[config.mk]
export PLATFORM = sky130hd
export DESIGN_NAME = sign_classifier_debounce
export DESIGN_NICKNAME = d
export VERILOG_FILES = /design/src/rtl/sign_classifier_debounce.sv
export SDC_FILE = /design/constraint.sdc
export NUM_CORES = 1
export LEC_CHECK = 0
export ABC_AREA = 0
export CORE_MARGIN = 10
export CORE_UTILIZATION = 40
export CTS_CLUSTER_DIAMETER = 30
export DETAILED_ROUTE_END_ITERATION = 8
export PLACE_DENSITY = 0.73
export RECOVER_POWER = 100
export SYNTH_ARGS = -nofsm -noshare
export SYNTH_HDL_FRONTEND = slang
export SYNTH_SLANG_ARGS = --single-unit
[constraint.sdc]
create_clock -name clk -period 1.7 [get_ports clk]
set_input_delay 0.34 -clock clk [delete_from_list [all_inputs] [get_ports clk]]
set_output_delay 0.34 -clock clk [all_outputs]
set_load 0.02 [all_outputs]
[src/rtl/sign_classifier_debounce.sv]
// rtl/sign_classifier_debounce.sv - debounced positive/negative/zero classifier with change pulse and transition counter
module sign_classifier_debounce #(
  parameter int WIDTH = 16,
  parameter int HOLD  = 3,
  parameter int CNT_W = 8
) (
  input  logic             clk,
  input  logic             rst_n,
  input  logic             in_valid,
  input  logic [WIDTH-1:0] in,
  input  logic             clear,
  output logic             positive_flag,
  output logic             negative_flag,
  output logic             zero_flag,
  output logic             change_pulse,
  output logic [CNT_W-1:0] trans_count
);

  // Run counter must hold values 0..HOLD inclusive.
  localparam int RUN_W = (HOLD < 1) ? 1 : $clog2(HOLD + 1);
  localparam logic [RUN_W-1:0] HOLD_V = RUN_W'(HOLD);

  typedef enum logic [1:0] {
    CLS_ZERO = 2'd0,
    CLS_POS  = 2'd1,
    CLS_NEG  = 2'd2
  } cls_e;

  cls_e             state_q, state_d;
  cls_e             cand_q, cand_d;
  cls_e             raw_cls;
  logic [RUN_W-1:0] run_q, run_d, run_next;
  logic             commit;
  logic             pos_q, pos_d;
  logic             neg_q, neg_d;
  logic             zero_q, zero_d;
  logic             change_q, change_d;
  logic [CNT_W-1:0] cnt_q, cnt_d;

  // Raw class of the current sample; the sign bit decides once zero is excluded.
  always_comb begin
    raw_cls = CLS_POS;
    if (in == '0) begin
      raw_cls = CLS_ZERO;
    end else if (in[WIDTH-1]) begin
      raw_cls = CLS_NEG;
    end
  end

  // Next-state: track a candidate run and commit once HOLD agreeing valid samples are seen.
  always_comb begin
    state_d  = state_q;
    cand_d   = cand_q;
    run_d    = run_q;
    run_next = run_q;
    commit   = 1'b0;
    if (in_valid) begin
      if (raw_cls == state_q) begin
        run_next = '0;
      end else if (raw_cls == cand_q) begin
        run_next = run_q + 1'b1;
      end else begin
        cand_d   = raw_cls;
        run_next = {{(RUN_W-1){1'b0}}, 1'b1};
      end
      run_d = run_next;
      if ((raw_cls != state_q) && (run_next == HOLD_V)) begin
        commit  = 1'b1;
        state_d = raw_cls;
        run_d   = '0;
      end
    end
    pos_d    = (state_d == CLS_POS);
    neg_d    = (state_d == CLS_NEG);
    zero_d   = (state_d == CLS_ZERO);
    change_d = commit;
    // clear takes priority over a simultaneous commit; otherwise saturate at all-ones.
    cnt_d    = cnt_q;
    if (clear) begin
      cnt_d = '0;
    end else if (commit && (cnt_q != {CNT_W{1'b1}})) begin
      cnt_d = cnt_q + 1'b1;
    end
  end

  // Committed class, run tracking and registered outputs; reset forces ZERO asynchronously.
  always_ff @(posedge clk or negedge rst_n) begin
    if (!rst_n) begin
      state_q  <= CLS_ZERO;
      cand_q   <= CLS_ZERO;
      run_q    <= '0;
      pos_q    <= 1'b0;
      neg_q    <= 1'b0;
      zero_q   <= 1'b1;
      change_q <= 1'b0;
      cnt_q    <= '0;
    end else begin
      state_q  <= state_d;
      cand_q   <= cand_d;
      run_q    <= run_d;
      pos_q    <= pos_d;
      neg_q    <= neg_d;
      zero_q   <= zero_d;
      change_q <= change_d;
      cnt_q    <= cnt_d;
    end
  end

  assign positive_flag = pos_q;
  assign negative_flag = neg_q;
  assign zero_flag     = zero_q;
  assign change_pulse  = change_q;
  assign trans_count   = cnt_q;

endmodule

## Yosys cells after proc, flatten, opt, wreduce, memory -nomap -nowiden

Index checks and enable logic that the tools add are counted.

| storage, ports and cells | value |
|---|---|
| bits in registers | 18 |
| input port bits | 20 |
| output and inout bits | 12 |
| word-level logic and storage cells | 37 |

| cells by class | value |
|---|---|
| add/sub/neg operators | 2 |
| equal/unequal tests | 7 |
| mux-type cells | 12 |
| bitwise gates (word level) | 2 |
| reductions and logical operators | 6 |

Operator list:

| kind | number |
|---|---|
| $logic_not 16->1 | 1 |
| $mux 2 | 8 |
| $mux 8 | 2 |
| $add 8x1->8 const B | 1 |
| $ne 8x8->1 const B | 1 |
| $eq 2x2->1 | 2 |
| $eq 2x2->1 const B | 2 |
| $reduce_and 3->1 | 1 |
| $add 2x1->2 const B | 1 |
| $eq 2x1->1 const B | 1 |
| $logic_and 1x1->1 | 2 |
| $logic_not 2->1 | 1 |
| $mux 1 | 2 |
| $ne 2x2->1 | 1 |
| $not 1->1 | 2 |
| $reduce_bool 2->1 | 1 |

## Longest topological paths before layout

Gate-level depths: netlist of run 1.

| depth | value |
|---|---|
| depth in word-level cells | 13 |
| depth in mapped cells | 9 |
| mapped depth without buffers | 6 |

## Least setup slack after synthesis of run 1

Ideal clock, no wire load.

| timing | value |
|---|---|
| path type | input to register |
| start point | input port in[11] |
| end point | register cnt_q[6], in the netlist trans_count[6] |
| setup time | 0.078 ns |
| arrival time | 2.068 ns |
| required time | 1.622 ns |
| path slack | -0.446 ns |
| stages on the path | 8 |
| path buffers | 2 |
| cells stage by stage | nor4_1 > and4_1 > buf_6 > mux2i_1 > a211o_1 > buf_6 > or4b_1 > a21oi_1 |

| between the ends | value |
|---|---|
| cells in the longest elaborated chain, start to end | 12 |
| elaborated cells on any way between the ends | 14 |
| classes of those cells | eq/ne: 4; mux: 6; reduce/logical: 4 |

Ends and longest elaborated chain:

| element | line | source |
|---|---|---|
| from (decl) | 10 | `input logic [WIDTH-1:0] in,` |
| $logic_not 16->1 * | 43 | `if (in == '0) begin` |
| $mux 2 * | 43 |  |
| $eq 2x2->1 | 60 | `end else if (raw_cls == cand_q) begin` |
| $mux 2 | 60 |  |
| $mux 2 | 58 | `if (raw_cls == state_q) begin` |
| $mux 2 | 57 | `if (in_valid) begin` |
| $eq 2x2->1 | 67 | `if ((raw_cls != state_q) && (run_next == HOLD_V)) begin` |
| $logic_and 1x1->1 * | 67 |  |
| $mux 1 * | 67 |  |
| $mux 1 * | 57 |  |
| $logic_and 1x1->1 * | 81 | `end else if (commit && (cnt_q != {CNT_W{1'b1}})) begin` |
| $reduce_bool 2->1 (no source line) * | - |  |
| to (signal assigned) | 105 | `cnt_q <= cnt_d;` |
| to (decl) | 38 | `logic [CNT_W-1:0] cnt_q, cnt_d;` |

Every way passes the cells marked *; elsewhere a longest branch is shown, timed or not. The select of a mux whose other input is x is not followed.
A chain may end at the register's enable or synchronous reset.

## Worst setup path in the final report of run 1

| timing | value |
|---|---|
| start point | register state_q[0] |
| end point | register cnt_q[3], in the netlist trans_count[3] |

| between the ends | value |
|---|---|
| cells in the longest elaborated chain, start to end | 9 |
| elaborated cells on any way between the ends | 10 |
| classes of those cells | eq/ne: 3; mux: 4; reduce/logical: 3 |

Ends and longest elaborated chain:

| element | line | source |
|---|---|---|
| from (decl) | 29 | `cls_e state_q, state_d;` |
| from (signal assigned) | 98 | `state_q <= state_d;` |
| $eq 2x2->1 | 58 |  |
| $mux 2 | 58 |  |
| $mux 2 | 57 |  |
| $eq 2x2->1 | 67 |  |
| $logic_and 1x1->1 * | 67 |  |
| $mux 1 * | 67 |  |
| $mux 1 * | 57 |  |
| $logic_and 1x1->1 * | 81 |  |
| $reduce_bool 2->1 (no source line) * | - |  |

Marks and branches as above.

==> flow_metrics.py, run 1 <==
metrics = {
    "floorplan": {
        "ioPinCount": 32,
        "rows": 17,
        "die_h_um": 68.9,
        "die-width_um": 68.9,
        "initial_core_util_pct": 42.4,
        "dieArea_um2": 4750,
        "core-area_um2": 2250,
    },
    "setup_path": {
        "path_cells": "buf_4, nand2_1, mux2i_2, a211o_2, buf_6, or4_4, a21oi_2",
        "slowest_delay_ns": 0.51,
        "cp.required_ns": 1.92,
        "end_kind": "flop",
        "crit_fanout": 5,
        "worstPathArrival_ns": 2.24,
        "crit_buf_inv": 2,
        "cp_top_family": "simple AND/OR/NAND/NOR gates",
        "crit_type": "reg2reg",
        "rrSetupSlack_ns": -0.32,
        "slowest_stage": "or4_4",
        "startpoint_type": "flop",
    },
    "synth": {
        "synth.cell_area_um2": 956,
        "ys_ff_latch": 18,
        "yosysUniqueCellTypes": 36,
        "synth_edf_count": 0,
        "synth-async-reset-ratio_pct": 100,
        "syn-instance-count": 96,
        "synthFlopType": "dfrtp_1",
        "yosysWarnings": 0,
        "syn_area_per_cell_um2": 9.96,
        "synth_fp_nets": 117,
        "seq_area_frac_synth_pct": 47.3,
    },
    "place": {
        "postPlaceCellArea_um2": 1380,
        "io_buffers": 31,
        "dp_hpwl_mm": 1.98,
        "dp_cells": 164,
        "gp_congestion": 0.732,
    },
    "job": {
        "maxCapViolations": 0,
    },
    "route": {
        "drt_iter0_drc": 72,
        "drt_pass1_iterations": 4,
        "wirelength_mm": 3.28,
        "post_drt_wl_per_cell_um": 18.2,
        "num_vias": 1051,
        "antenna_left": 0,
        "drc": 0,
        "vias_per_cell": 5.84,
    },
    "clocking": {
        "tritoncts": "built",
        "htreeDepth": 1,
        "clk_pin_slew_ns": 0.10,
        "cts_num_sinks": 18,
        "clockRootBuffer": "clkbuf_4",
        "insertion_delay_ns": 0.29,
        "clockBufferDepth": 2,
        "cts_buffers": 3,
        "ctsHoldBuffers": 0,
    },
    "pwr": {
        "ir_worst_vdd_uv": 554,
        "fin_total_pwr_w": 0.00131,
        "power.density_nw_per_um2": 790,
        "p_leak_nw": 0.698,
    },
    "final_layout": {
        "final_common_cell": "buf_4",
        "fin_area_um2": 1660,
        "diodes": 0,
        "area_growth_pct": 73.3,
        "fin_cells": 180,
        "final_cell_mix": "buf_4 (19), dfrtp_1 (17), buf_6 (10), clkbuf_1 (8), a21oi_1 (6)",
        "drive_gt1_share_pct": 50.0,
        "finalNetCount": 174,
        "fill_cells": 157,
    },
    "status": {
        "violations": "setup timing",
        "status": "finished with violations",
    },
    "global_routing": {
        "grt_max_degree": 14,
        "grt_pass1_vias": 1066,
        "grt_pass1_wl_mm": 4.71,
        "grtUsageTotal_pct": 12.7,
        "overflow": 0,
        "antenna_found_initial": 0,
    },
    "timing": {
        "final.period_utilization_pct": 119,
        "tightest_slew_ns": 0.674,
        "maxSlewViolCount": 0,
        "rsz0062_at_grt": "yes",
        "fin_crit_ns": 2.02,
        "skew_ns": 0.00118,
        "clock.fmax_mhz": 496,
        "hold-worst-slack_ns": 0.411,
        "final-hold-violation-count": 0,
        "slew_headroom_pct": 55.0,
        "setup_viol": 17,
        "setup_ws_ns": -0.317,
    },
    "worst_hold_path": {
        "worstHoldPathType": "in2async",
    },
}
-- synth_stat cells, types with 2 or more instances --
library cell   n  share of area [%]
nand3_1        4                2.1
or4_1          4                3.1
nor2_1         5                2.0
nor4_1         4                2.6
o41ai_1        2                1.8
o31ai_1        6                4.7
nand2_1        6                2.4
clkbuf_1       2               0.79
or3_1          3                2.0
o21ai_0        3                1.6
mux2i_1        2                2.1
buf_6          2                2.4
mux2_2         4                4.7
dfrtp_1       17                 45
nand3b_1       2                1.6
a21oi_1        8                4.2
inv_1          3                1.2
-- worst register-to-register path, cell delays in order, from the launching register on --
cell,delay [ns]
dfrtp_1,0.46
buf_4,0.19
nand2_1,0.09
mux2i_2,0.09
a211o_2,0.33
buf_6,0.14
or4_4,0.51
a21oi_2,0.14
-- final timing paths --
check                      cells past startpoint  startpoint             end
setup / recovery                               7  state_q[0]  trans_count[3]
hold / removal                                 1       rst_n  trans_count[6]
setup reg to reg                               7  state_q[0]  trans_count[3]
hold reg to reg                                2    run_q[1]        run_q[1]
max in group asynchronous                      2       rst_n  trans_count[5]
min in group clk                               3      in[15]      state_q[0]
-- routing by layer --
layer  GRT usage, %  wire [µm]  part of all wire, %  vias up
met5              0          0                    0        -
met1           13.8       1280                   39      516
met4           3.45         77                  2.3        0
li1               -          -                    -      471
met3           7.25        328                   10       14
met2           20.9       1600                   49       50
-- registers in the layout (all words and copies together) (netlist names) --
| register | flops |
|---|---|
| cand_q | 2 |
| change_pulse | 1 |
| negative_flag | 1 |
| positive_flag | 1 |
| run_q | 2 |
| state_q | 2 |
| trans_count | 8 |
| zero_flag | 1 |
-- report_power, final --
| group | switching, W | internal, W | total, W |
|---|---|---|---|
| Combinational | 0.000218 | 0.000271 | 0.000489 |
| Sequential | 0.0000547 | 0.000499 | 0.000554 |
| Clock | 0.000135 | 0.000131 | 0.000266 |
| Total | 0.000407 | 0.000901 | 0.00131 |
-- final cells by class --
| cell class | count | area [µm²] | share of cell area [%] |
|---|---|---|---|
| repair buffers | 58 | 487 | 29.4 |
| multi-input cells | 69 | 633 | 38.2 |
| inverters | 3 | 13.8 | 0.831 |
| well taps | 28 | 35.0 | 2.11 |
| flip-flops and latches | 18 | 452 | 27.3 |
| clock buffers | 4 | 36.3 | 2.19 |
-- per-stage QoR --
stage / util [%] / setup TNS [ns] / setup WS (ns)
2_1_floorplan: - / -2.75 / -0.355
3_3_place_gp: 61.3 / -14.00 / -0.973
3_5_place_dp: 61.3 / -13.86 / -0.979
4_1_cts: 71.4 / -2.43 / -0.291
5_1_grt: 73.5 / -4.69 / -0.382
6_report: 73.5 / -3.41 / -0.317
-- cell families (layout without fill, tap and decap cells) --
kind of cell / Yosys count / in the layout / share of synthesized area [%]
AO/OA/AOI/OAI: 23 / 23 / 15.6
adder cells (fa/ha/maj): 1 / 1 / 1.31
buffers and inverters: 9 / 65 / 5.23
flip-flops: 18 / 18 / 47.3
multiplexers: 6 / 6 / 6.81
AND/OR/NAND/NOR: 39 / 39 / 23.8
-- timing repair --
action | CTS | global route
endpoints found under the hold margin | 0 | 0
pin swaps | 18 | 7
buffers inserted | 9 | 3
gates resized for setup | 82 | 24
endpoints found under the setup margin | 20 | 23
Power figures use the tool's default switching activity.
==> run 2: changes to the inputs <==
--- a/config.mk
+++ b/config.mk
@@ -8,10 +8,9 @@
 export ABC_AREA = 0
 export CORE_MARGIN = 10
 export CORE_UTILIZATION = 40
-export CTS_CLUSTER_DIAMETER = 30
 export DETAILED_ROUTE_END_ITERATION = 8
 export PLACE_DENSITY = 0.73
-export RECOVER_POWER = 100
+export RECOVER_POWER = 25
 export SYNTH_ARGS = -nofsm -noshare
 export SYNTH_HDL_FRONTEND = slang
 export SYNTH_SLANG_ARGS = --single-unit
==> flow_metrics.py, run 2 (synthesized netlist as in run 1, its figures left out) <==
metrics = {
    "pwr": {
        "p_sw_share_pct": 31.0,
        "ir_worst_vdd_uv": 557,
        "seq_power_share_pct": 42.1,
        "p_leak_nw": 0.831,
        "combPwrFrac_pct": 37.6,
        "p_switching_w": 0.000408,
        "power.density_nw_per_um2": 766,
        "power_frac_clock_pct": 20.3,
        "internal_power_w": 0.000906,
    },
    "setup_path": {
        "path_cells": "buf_4, nand2_1, mux2i_2, a211o_2, buf_6, or4_4, a21oi_2",
        "startpoint_type": "flop",
        "crit_type": "reg2reg",
        "crit_start": "state_q[0]",
        "regToRegEndpoint": "trans_count[3]",
        "slowest_delay_ns": 0.51,
        "rrSetupSlack_ns": -0.31,
        "crit_end": "trans_count[3]",
        "slowest_stage": "or4_4",
        "r2r_cells": 7,
        "crit_fanout": 5,
        "cp.required_ns": 1.92,
        "worstPathArrival_ns": 2.24,
        "rr_startpoint": "state_q[0]",
        "end_kind": "flop",
    },
    "timing": {
        "fin_crit_ns": 2.01,
        "setup_ws_ns": -0.310,
        "final-hold-violation-count": 0,
        "maxSlewViolCount": 0,
        "rsz0062_at_grt": "yes",
        "skew_ns": 0.000446,
        "clock.fmax_mhz": 497,
        "slew_headroom_pct": 55.2,
        "setup_viol": 16,
        "hold-worst-slack_ns": 0.411,
        "tightest_slew_ns": 0.671,
        "final.period_utilization_pct": 118,
    },
    "clocking": {
        "cts_buffers": 3,
        "clockRootBuffer": "clkbuf_4",
        "cts_num_sinks": 18,
        "insertion_delay_ns": 0.29,
        "tritoncts": "built",
        "clockBufferDepth": 2,
        "clk_pin_slew_ns": 0.10,
        "htreeDepth": 1,
    },
    "place": {
        "dp_cells": 164,
        "gp_congestion": 0.732,
        "io_buffers": 31,
        "dp_hpwl_mm": 1.98,
    },
    "final_layout": {
        "drive_gt1_share_pct": 51.3,
        "fin_cells": 180,
        "final_cell_mix": "buf_4 (21), dfrtp_1 (17), buf_6 (10), a21oi_1 (6), dlymetal6s2s_1 (6)",
        "finalNetCount": 174,
        "diodes": 0,
        "final_common_cell": "buf_4",
        "largest_reg_flops": 8,
        "area_growth_pct": 79.6,
    },
    "floorplan": {
        "core-area_um2": 2250,
        "rows": 17,
        "die-width_um": 68.9,
        "die_h_um": 68.9,
        "dieArea_um2": 4750,
        "initial_core_util_pct": 42.4,
        "ioPinCount": 32,
    },
    "global_routing": {
        "grt_pass1_wl_mm": 4.71,
        "grtUsageTotal_pct": 12.7,
        "overflow": 0,
        "grt_max_degree": 14,
        "antenna_found_initial": 0,
        "grt_pass1_vias": 1066,
    },
    "route": {
        "post_drt_wl_per_cell_um": 18.2,
        "wirelength_mm": 3.27,
        "drc": 0,
        "antenna_left": 0,
        "drt_iter0_drc": 108,
        "num_vias": 1031,
        "drt_pass1_iterations": 4,
        "vias_per_cell": 5.73,
    },
    "status": {
        "status": "finished with violations",
        "violations": "setup timing",
    },
    "worst_hold_path": {
        "worstHoldPathType": "in2async",
    },
    "job": {
        "maxCapViolations": 0,
    },
}
## run 2: changes by cell type in the layout (fill, tap and decap cells not counted)
| cell | before | now |
|---|---|---|
| buf_4 | 19 | 21 |
| dlymetal6s2s_1 | 0 | 6 |
| clkbuf_1 | 8 | 0 |
## run 2: critical path: cells and delay by family, from the launching register on
family	cells	cell delay (ns)
buffers and inverters	2	0.33
DFF	1	0.46
muxes	1	0.09
AOI/OAI and AO/OA	2	0.47
and+or+nand+nor	2	0.60
## run 2: worst min path at each step
stage                      to  slack (ns)  depth (start not counted)
2_1_floorplan       cand_q[0]        0.04                          0
3_3_place_gp        cand_q[0]        0.52                          1
3_5_place_dp        cand_q[0]        0.54                          1
4_1_cts        trans_count[4]        0.34                          1
5_1_grt        trans_count[6]        0.42                          1
6_report       trans_count[4]        0.41                          1
## run 2: area by class of cell
class,instances,area (µm²)
Sequential cell,18,452
Multi-Input combinational cell,69,633
Tap cell,28,35.0
Inverter,3,13.8
Fill cell,148,538
Clock buffer,4,36.3
Timing Repair Buffer,58,547
## run 2: what timing repair did
item                                    in CTS  in global routing
pin swaps                                   18                  7
setup buffers                                9                  3
endpoints found under the hold margin        0                  0
hold buffers                                 0                  0
endpoints found under the setup margin      20                 23
resized for setup                           82                 24
## run 2: metal layers
metal,share of wire (%),GRT usage (%)
met5,0,0
met4,1.1,3.45
met2,50,20.9
met1,39,13.8
met3,11,7.25
## run 2: through the flow
| stage | total power (W) | util [%] | setup TNS [ns] | cell area [µm²] | setup slack, ns |
|---|---|---|---|---|---|
| after floorplan | 0.000726 | - | -2.75 | 973 | -0.355 |
| after global placement | 0.000914 | 61.3 | -14.00 | 1380 | -0.973 |
| after detailed placement | 0.000925 | 61.3 | -13.86 | 1380 | -0.979 |
| after CTS | 0.00124 | 71.4 | -2.43 | 1610 | -0.291 |
| after global routing | 0.00138 | 76.1 | -4.60 | 1720 | -0.382 |
| final | 0.00131 | 76.1 | -3.34 | 1720 | -0.310 |
## run 2: power groups by stage
| stage | clock [W] | sequential, W | combinational [W] |
|---|---|---|---|
| after floorplan | 0 | 0.000579 | 0.000147 |
| after global placement | 0 | 0.000545 | 0.000369 |
| after detailed placement | 0 | 0.000549 | 0.000376 |
| after CTS | 0.000270 | 0.000538 | 0.000430 |
| after global routing | 0.000293 | 0.000560 | 0.000529 |
| final | 0.000267 | 0.000553 | 0.000494 |
==> run 3: changes to the inputs <==
--- a/config.mk
+++ b/config.mk
@@ -7,9 +7,10 @@
 export LEC_CHECK = 0
 export ABC_AREA = 0
 export CORE_MARGIN = 10
-export CORE_UTILIZATION = 40
+export CORE_UTILIZATION = 54
 export DETAILED_ROUTE_END_ITERATION = 8
-export PLACE_DENSITY = 0.73
+export DONT_BUFFER_PORTS = 1
+export PLACE_DENSITY = 0.71
 export RECOVER_POWER = 25
 export SYNTH_ARGS = -nofsm -noshare
 export SYNTH_HDL_FRONTEND = slang
==> flow_metrics.py, run 3 (synthesized netlist as in run 1, its figures left out) <==
metrics = {
    "timing": {
        "clock.fmax_mhz": 523,
        "tightest_slew_ns": 0.837,
        "final.period_utilization_pct": 113,
        "final-hold-violation-count": 0,
        "skew_ns": 0.0118,
        "fin_crit_ns": 1.91,
        "setup_ws_ns": -0.214,
        "setup_viol": 15,
        "hold-worst-slack_ns": 0.0670,
        "slew_headroom_pct": 44.0,
        "maxSlewViolCount": 0,
        "rsz0062_at_grt": "yes",
    },
    "final_layout": {
        "final_cell_mix": "buf_4 (26), dfrtp_1 (15), nor2_1 (5), a21oi_2 (5)",
        "area_growth_pct": 44.9,
        "largest_reg_flops": 8,
        "drive_gt1_share_pct": 52.4,
        "diodes": 0,
        "finalNetCount": 148,
        "final_common_cell": "buf_4",
        "final_core_util_pct": 81.1,
        "fin_cells": 151,
        "fin_area_um2": 1390,
    },
    "route": {
        "vias_per_cell": 6.14,
        "wirelength_mm": 3.07,
        "antenna_left": 0,
        "drt_iter0_drc": 30,
        "drt_pass1_iterations": 4,
        "num_vias": 927,
        "post_drt_wl_per_cell_um": 20.4,
        "drc": 0,
    },
    "setup_path": {
        "crit_type": "reg2reg",
        "worstPathArrival_ns": 2.16,
        "crit_buf_inv": 1,
        "path_cells": "nor3b_4, mux2i_2, a211o_4, buf_6, or4_4, a21oi_2",
        "cp.required_ns": 1.95,
        "startpoint_type": "flop",
        "end_kind": "flop",
        "cp_top_family": "simple AND/OR/NAND/NOR gates",
        "crit_fanout": 6,
        "slowest_delay_ns": 0.46,
        "slowest_stage": "dfrtp_2",
    },
    "pwr": {
        "power.density_nw_per_um2": 921,
        "fin_total_pwr_w": 0.00128,
        "p_leak_nw": 0.578,
        "ir_worst_vdd_uv": 797,
    },
    "clocking": {
        "clk_pin_slew_ns": 0.12,
        "cts_buffers": 3,
        "tritoncts": "built",
        "insertion_delay_ns": 0.31,
        "clockBufferDepth": 2,
        "htreeDepth": 1,
        "clockRootBuffer": "clkbuf_4",
        "cts_num_sinks": 18,
    },
    "floorplan": {
        "dieArea_um2": 3850,
        "die_h_um": 62.1,
        "initial_core_util_pct": 56.0,
        "core-area_um2": 1710,
        "die-width_um": 62.1,
        "ioPinCount": 32,
        "rows": 15,
    },
    "place": {
        "dp_hpwl_mm": 1.78,
        "postPlaceCellArea_um2": 1120,
        "io_buffers": 0,
        "dp_cells": 137,
        "gp_congestion": 0.831,
    },
    "global_routing": {
        "grt_max_degree": 19,
        "grtUsageTotal_pct": 15.1,
        "antenna_found_initial": 0,
        "grt_pass1_vias": 977,
        "grt_pass1_wl_mm": 4.39,
        "overflow": 0,
    },
    "status": {
        "status": "finished with violations",
        "violations": "setup timing",
    },
    "worst_hold_path": {
        "worstHoldPathType": "in2reg",
    },
    "job": {
        "maxCapViolations": 0,
    },
}
## run 3: changes by cell type in the layout (fill, tap and decap cells not counted), sizes merged
cell	previous run	this run
clkdlybuf4s15	3	0
a211o	1	2
dlymetal6s2s	6	0
clkdlybuf4s50	5	0
clkbuf	5	4
buf	39	30
dlygate4sd2	3	0
## run 3: per-layer routing
metal  GRT usage [%]  share of wire, %
met1            17.5                42
met2            26.8                51
met3            2.64               6.1
met4            5.73               1.2
met5               0                 0
## run 3: area by class of cell
cell class / instances / area (µm²)
clock buffers: 4 / 36.3
fillers: 106 / 323
inverters: 3 / 11.3
multi-input cells: 70 / 602
flip-flops and latches: 18 / 454
well taps: 25 / 31.3
repair buffers: 31 / 250
## run 3: final timing paths
kind                           start              to  slack (ns)  depth (start not counted)
setup / recovery           cand_q[1]  trans_count[3]       -0.21                          6
hold / removal                 clear  trans_count[5]        0.07                          1
setup reg to reg           cand_q[1]  trans_count[3]       -0.21                          6
hold reg to reg             run_q[0]        run_q[0]        0.60                          3
max in group asynchronous      rst_n      state_q[0]        0.56                          1
min in group asynchronous      rst_n  trans_count[4]        0.56                          1
## run 3: report_power, final
group | internal, W | switching [W]
combinational | 0.000231 | 0.000169
sequential | 0.000504 | 0.0000924
clock | 0.000131 | 0.000149
## run 3: stage by stage
step | setup TNS, ns | setup WS [ns]
3_5_place_dp | -5.96 | -0.518
4_1_cts | -0.900 | -0.150
5_1_grt | -2.79 | -0.297
3_3_place_gp | -5.45 | -0.479
2_1_floorplan | -2.75 | -0.355
6_report | -1.80 | -0.214
## run 3: repair_timing
action | 4_1_cts | 5_1_grt
pin swaps | 14 | 2
hold buffers | 1 | 0
endpoints found under the hold margin | 18 | 0
cloned | 1 | 0
buffers inserted | 6 | 2
resized for setup | 20 | 15
endpoints found under the setup margin | 13 | 17
